<file path="src/rtl/tile_band_ctrl.sv">
// Tile band controller: shadow/active tile map with frame-boundary commit,
// per-frame horizontal scroll and a registered pixel ROM address for the band.
module tile_band_ctrl #(
  parameter int unsigned BAND_TOP  = 128,
  parameter int unsigned TILE_W    = 64,
  parameter int unsigned NUM_SLOTS = 10,
  parameter int unsigned H_ACTIVE  = 640,
  parameter int unsigned NUM_TILES = 8
) (
  input  logic        clk,
  input  logic        rst,
  input  logic [9:0]  h_cnt,
  input  logic [9:0]  v_cnt,
  input  logic        valid,
  input  logic        frame_tick,
  input  logic        wr_valid,
  output logic        wr_ready,
  input  logic [3:0]  wr_slot,
  input  logic [2:0]  wr_tile,
  input  logic        commit_req,
  output logic        commit_ack,
  input  logic        scroll_en,
  input  logic [3:0]  scroll_step,
  output logic        busy,
  output logic        in_band,
  output logic [16:0] pixel_addr
);

  localparam int unsigned TILE_IDX_W = $clog2(NUM_TILES);
  localparam int unsigned ROW_W      = $clog2(TILE_W);
  localparam int unsigned X_W        = 10;

  localparam logic [X_W-1:0] BAND_LO   = X_W'(BAND_TOP);
  localparam logic [X_W-1:0] BAND_HI   = X_W'(BAND_TOP + TILE_W);
  localparam logic [X_W-1:0] H_LIM     = X_W'(H_ACTIVE);
  localparam logic [X_W:0]   H_LIM_EXT = (X_W + 1)'(H_ACTIVE);
  localparam logic [3:0]     SLOT_LIM  = 4'(NUM_SLOTS);

  typedef enum logic [1:0] {
    ST_RUN    = 2'd0,
    ST_PEND   = 2'd1,
    ST_COMMIT = 2'd2
  } state_t;

  state_t state;
  state_t state_nxt;

  logic [TILE_IDX_W-1:0] shadow [NUM_SLOTS];
  logic [TILE_IDX_W-1:0] active [NUM_SLOTS];
  logic [X_W-1:0]        scroll;

  logic                  wr_fire;
  logic [X_W:0]          scroll_sum;
  logic [X_W-1:0]        scroll_wrap;
  logic [X_W:0]          x_sum;
  logic [X_W-1:0]        x_wrap;
  logic                  band;
  logic [TILE_IDX_W-1:0] tile_sel;

  // State register
  always_ff @(posedge clk or negedge rst) begin
    if (!rst) state <= ST_RUN;
    else      state <= state_nxt;
  end

  // Next-state logic; a frame_tick coinciding with commit_req only arms PEND
  always_comb begin
    state_nxt = state;
    case (state)
      ST_RUN:    if (commit_req) state_nxt = ST_PEND;
      ST_PEND:   if (frame_tick) state_nxt = ST_COMMIT;
      ST_COMMIT: state_nxt = ST_RUN;
      default:   state_nxt = ST_RUN;
    endcase
  end

  // Handshake and status outputs, registered from the upcoming state
  always_ff @(posedge clk or negedge rst) begin
    if (!rst) begin
      wr_ready   <= 1'b0;
      busy       <= 1'b0;
      commit_ack <= 1'b0;
    end else begin
      wr_ready   <= (state_nxt != ST_COMMIT);
      busy       <= (state_nxt != ST_RUN);
      commit_ack <= (state == ST_COMMIT);
    end
  end

  assign wr_fire = wr_valid & wr_ready;

  // Shadow edits from the host; active map only changes on the commit cycle
  always_ff @(posedge clk or negedge rst) begin
    if (!rst) begin
      for (int i = 0; i < int'(NUM_SLOTS); i++) begin
        shadow[i] <= '0;
        active[i] <= '0;
      end
    end else begin
      if (wr_fire && (wr_slot < SLOT_LIM)) shadow[wr_slot] <= wr_tile;
      if (state == ST_COMMIT) active <= shadow;
    end
  end

  assign scroll_sum  = {1'b0, scroll} + (X_W + 1)'(scroll_step);
  assign scroll_wrap = (scroll_sum >= H_LIM_EXT) ? X_W'(scroll_sum - H_LIM_EXT)
                                                 : scroll_sum[X_W-1:0];

  always_ff @(posedge clk or negedge rst) begin
    if (!rst)                         scroll <= '0;
    else if (frame_tick && scroll_en) scroll <= scroll_wrap;
  end

  // Scrolled column; both operands are below H_ACTIVE so one subtract suffices
  assign x_sum  = {1'b0, h_cnt} + {1'b0, scroll};
  assign x_wrap = (x_sum >= H_LIM_EXT) ? X_W'(x_sum - H_LIM_EXT) : x_sum[X_W-1:0];

  assign band     = valid && (v_cnt >= BAND_LO) && (v_cnt < BAND_HI) && (h_cnt < H_LIM);
  assign tile_sel = active[x_wrap[X_W-1:ROW_W]];

  // BAND_TOP is tile-aligned, so the band row is the low bits of v_cnt
  always_ff @(posedge clk or negedge rst) begin
    if (!rst) begin
      pixel_addr <= '0;
      in_band    <= 1'b0;
    end else begin
      pixel_addr <= band ? {2'b00, tile_sel, v_cnt[ROW_W-1:0], x_wrap[ROW_W-1:0]} : '0;
      in_band    <= band;
    end
  end

endmodule
</file>
<file path="config.mk">
export PLATFORM = sky130hd
export DESIGN_NAME = tile_band_ctrl
export DESIGN_NICKNAME = d
export VERILOG_FILES = /design/src/rtl/tile_band_ctrl.sv
export SDC_FILE = /design/constraint.sdc
export NUM_CORES = 1
export LEC_CHECK = 0
export BUFFER_PORTS_ARGS = -buffer_cell sky130_fd_sc_hd__buf_2
export CAP_MARGIN = 20
export CELL_PAD_IN_SITES_DETAIL_PLACEMENT = 0
export CELL_PAD_IN_SITES_GLOBAL_PLACEMENT = 1
export CORE_ASPECT_RATIO = 1.25
export CORE_MARGIN = 3
export CORE_UTILIZATION = 25
export CTS_BUF_LIST = sky130_fd_sc_hd__clkbuf_16
export DETAILED_ROUTE_END_ITERATION = 12
export PLACE_DENSITY = 0.59
export SLEW_MARGIN = 20
export SYNTH_ARGS = -nofsm -noshare
export SYNTH_HDL_FRONTEND = slang
export SYNTH_SLANG_ARGS = --single-unit
</file>
<file path="constraint.sdc">
create_clock -name clk -period 4.7 [get_ports clk]
set_input_delay 0 -clock clk [delete_from_list [all_inputs] [get_ports clk]]
set_output_delay 0 -clock clk [all_outputs]
set_load 0.02 [all_outputs]
</file>
==> results.cfg <==
[finish]
nets = 531
synthToLayoutAreaGrowth_pct = 19.1
stdcell_area_sq_um = 5680
drive_gt1_frac = 0.315
antenna_cells = 0
post-route-util = 0.309
fillers = 1812

[synth]
synth_area_per_cell_sq_um = 11.7
synth_enable_flop_cells = 0
synth_top_family_by_area = multiplexers
postSynthCellCount = 409
synth_compound_area_frac = 0.121
yosys.area_share.xor_xnor = 0.0273
syn_area_sq_um = 4770
ys.warnings.count = 0
yosys.area_share.simple = 0.115
synth_mux_area_frac = 0.178
synth_cell_types = 64
ys_seq_area_frac = 0.478
synth_top_area_share = 0.478
synthFlopType = dfrtp_1
yosys.area_share.adder = 0.0504
synth_area_leaders = dfrtp_1, mux2_2, ha_1
yosys_register_bits = 91
synthArstFlopShare = 1.00
synth_top_area_cell = dfrtp_1
synth.top_cells.by_count = dfrtp_1, mux2_2, nand2_1, nor2_1, inv_1
yosysMostFrequentCell = dfrtp_1

[pwr]
switching_share = 0.395
p_sw_mw = 1.51
intPower_mw = 2.31
peakVddDrop_mv = 0.291
clock_power_share = 0.190
p_total_mw = 3.82
p_per_area_nw_per_um2 = 673
pwr-share-seq = 0.319
pwr-share-comb = 0.491
p_leak_nw = 2.63

[worst_setup_path]
path_class = reg -> reg
required_ps = 4950
worst_path_max_delay_cell = fa_1
reg2reg_from = scroll[0]
critPathArrivalTime_ps = 3940
max_stage_delay_ps = 430
crit_start = scroll[0]
cp-end-kind = flip-flop
cp-start-kind = flip-flop
crit_path_max_fanout = 12
path_cells = ha_1 > fa_1 > a21oi_1 > o21a_1 > o21ai_1 > xor2_1 > inv_1 > ha_1 > inv_1 > a21oi_2 > o311a_4 > mux2i_1 > a221o_1 > o22ai_1

[die]
die_h_microns = 160
core_area_sq_um = 18400
start_util = 0.259
die_w_microns = 129
rows = 55
dieArea_sq_um = 20800
num_io_pins = 59

[detailed_routing]
routed_via_density = 4.67
routed_wl_mm = 10.8
num_vias = 3304
drt_pre_antenna_iters = 4
drt-initial-drc-count = 91
ant_nets = 0
routedWlPerCell_microns = 15.2
drc = 0

[clock_tree]
clk_pin_slew_ps = 70
post_cts_buffers = 0
post_cts_resize_count = 0
root_buffer = clkbuf_16
cts_tree = built
cts_sinks = 91
cts_max_level = 3
cts_buffers = 9
cts_buffer_depth = 2
clk_latency_ps = 340

[sta]
slew_headroom = 0.407
max_freq_mhz = 271
rsz0062_at_grt = no
fin_crit_sh = 0.785
fin_crit_ps = 3690
final.setup.tns_ps = 0
hold_viol = 0
clock-skew-final_ps = 6.83
drv_slew = 0
setup_viol = 0
worst_pin_slew_ps = 890

[place]
dpl-instance-area_sq_um = 5290
dp_hpwl_mm = 8.08
portBuffers = 56
gp_congestion = 0.833

[grt]
grt_pass1_wl_mm = 17.9
grt_max_degree = 72
grt_antenna_before_repair = 0
grt.overflow.total = 0
grt_usage = 0.109
grt_pass1_vias = 3543

[job]
max-cap-violations = 0

[worst_hold_path]
hold_class = in -> reg
timing.hold.worst.start = h_cnt[0]

[outcome]
status = finished clean
==> flip-flops by register name (all words and copies together), names as in the netlist <==
| register | count |
|---|---|
| in_band | 1 |
| commit_ack | 1 |
| wr_ready | 1 |
| state | 2 |
| scroll | 10 |
| pixel_addr | 15 |
| shadow | 30 |
| active | 30 |
| busy | 1 |
==> cell families after synthesis <==
kind of cell / after synthesis
fa+ha+maj: 18
simple gates: 105
other cells: 1
xor+xnor: 14
mux: 77
compound gates: 71
flops: 91
buf+inv: 32
==> timing repair <==
item,in CTS,in global routing
hold buffers,9,0
endpoints found under the hold margin,28,0
endpoints found under the setup margin,0,0
==> final timing paths <==
check	endpoint	slack, ps	cells after the start
max	pixel_addr[14]	1010	14
max in group asynchronous	scroll[9]	3450	3
min	pixel_addr[0]	50	3
min reg2reg	busy	460	1
min in group asynchronous	active[5]	80	2
max reg2reg	pixel_addr[14]	1010	14
==> cells in the final DEF, fill, tap and decap left out, drive strengths merged, types with 3 or more instances in the layout <==
master       count
dfrtp           91
mux2            61
buf             59
inv             22
nand2           21
nor2            21
mux2i           16
ha              16
nand3           13
and3            13
a21oi           11
o21ai           10
xnor2            9
clkbuf           9
dlygate4sd3      9
nor3             9
and2             7
xor2             5
a2111oi          5
a211oi           4
a31oi            4
nand2b           4
a21o             4
a22o             4
nor2b            4
o31ai            3
or3              3
o22ai            3
o211ai           3
==> per-stage QoR <==
step / cells / hold slack [ps] / worst slack [ps]
CTS: 708 / 45.3 / 1000
global route: 708 / 68.2 / 778
global placement: 683 / -101 / 1140
detailed placement: 683 / -98.8 / 1010
finish: 708 / 53.7 / 1010
floorplan: 410 / -296 / 1370
==> worst max-delay path, delay by kind of cell, from the launching register on <==
kind	cells	cell delay, ps
xor+xnor	1	260
mux	1	150
fa+ha+maj	3	910
flops	1	410
compound gates	7	1500
buf+inv	2	370
==> metal layers <==
metal | wire [microns] | track usage | part of all wire
met5 | 0 | 0 | 0
met4 | 202 | 0.0402 | 0.019
met3 | 178 | 0.0170 | 0.017
met2 | 5730 | 0.193 | 0.53
met1 | 4650 | 0.130 | 0.43
==> cell type report <==
class	count	area (sq um)	share of cell area
flip-flops and latches	91	2280	0.401
inverters	18	67.6	0.0119
well taps	228	285	0.0503
clock buffers	9	225	0.0397
repair buffers	68	395	0.0696
clock inverters	7	75.1	0.0132
multi-input cells	287	2350	0.414
==> power by group through the flow <==
| stage | sequential, mW | clock, mW | combinational, mW |
|---|---|---|---|
| 2_1_floorplan | 1.17 | 0 | 1.56 |
| 3_3_place_gp | 1.23 | 0 | 1.83 |
| 3_5_place_dp | 1.23 | 0 | 1.88 |
| 4_1_cts | 1.22 | 0.750 | 1.90 |
| 5_1_grt | 1.25 | 0.782 | 2.08 |
| 6_report | 1.22 | 0.725 | 1.88 |
No activity file was read; power rests on OpenSTA's default activity.
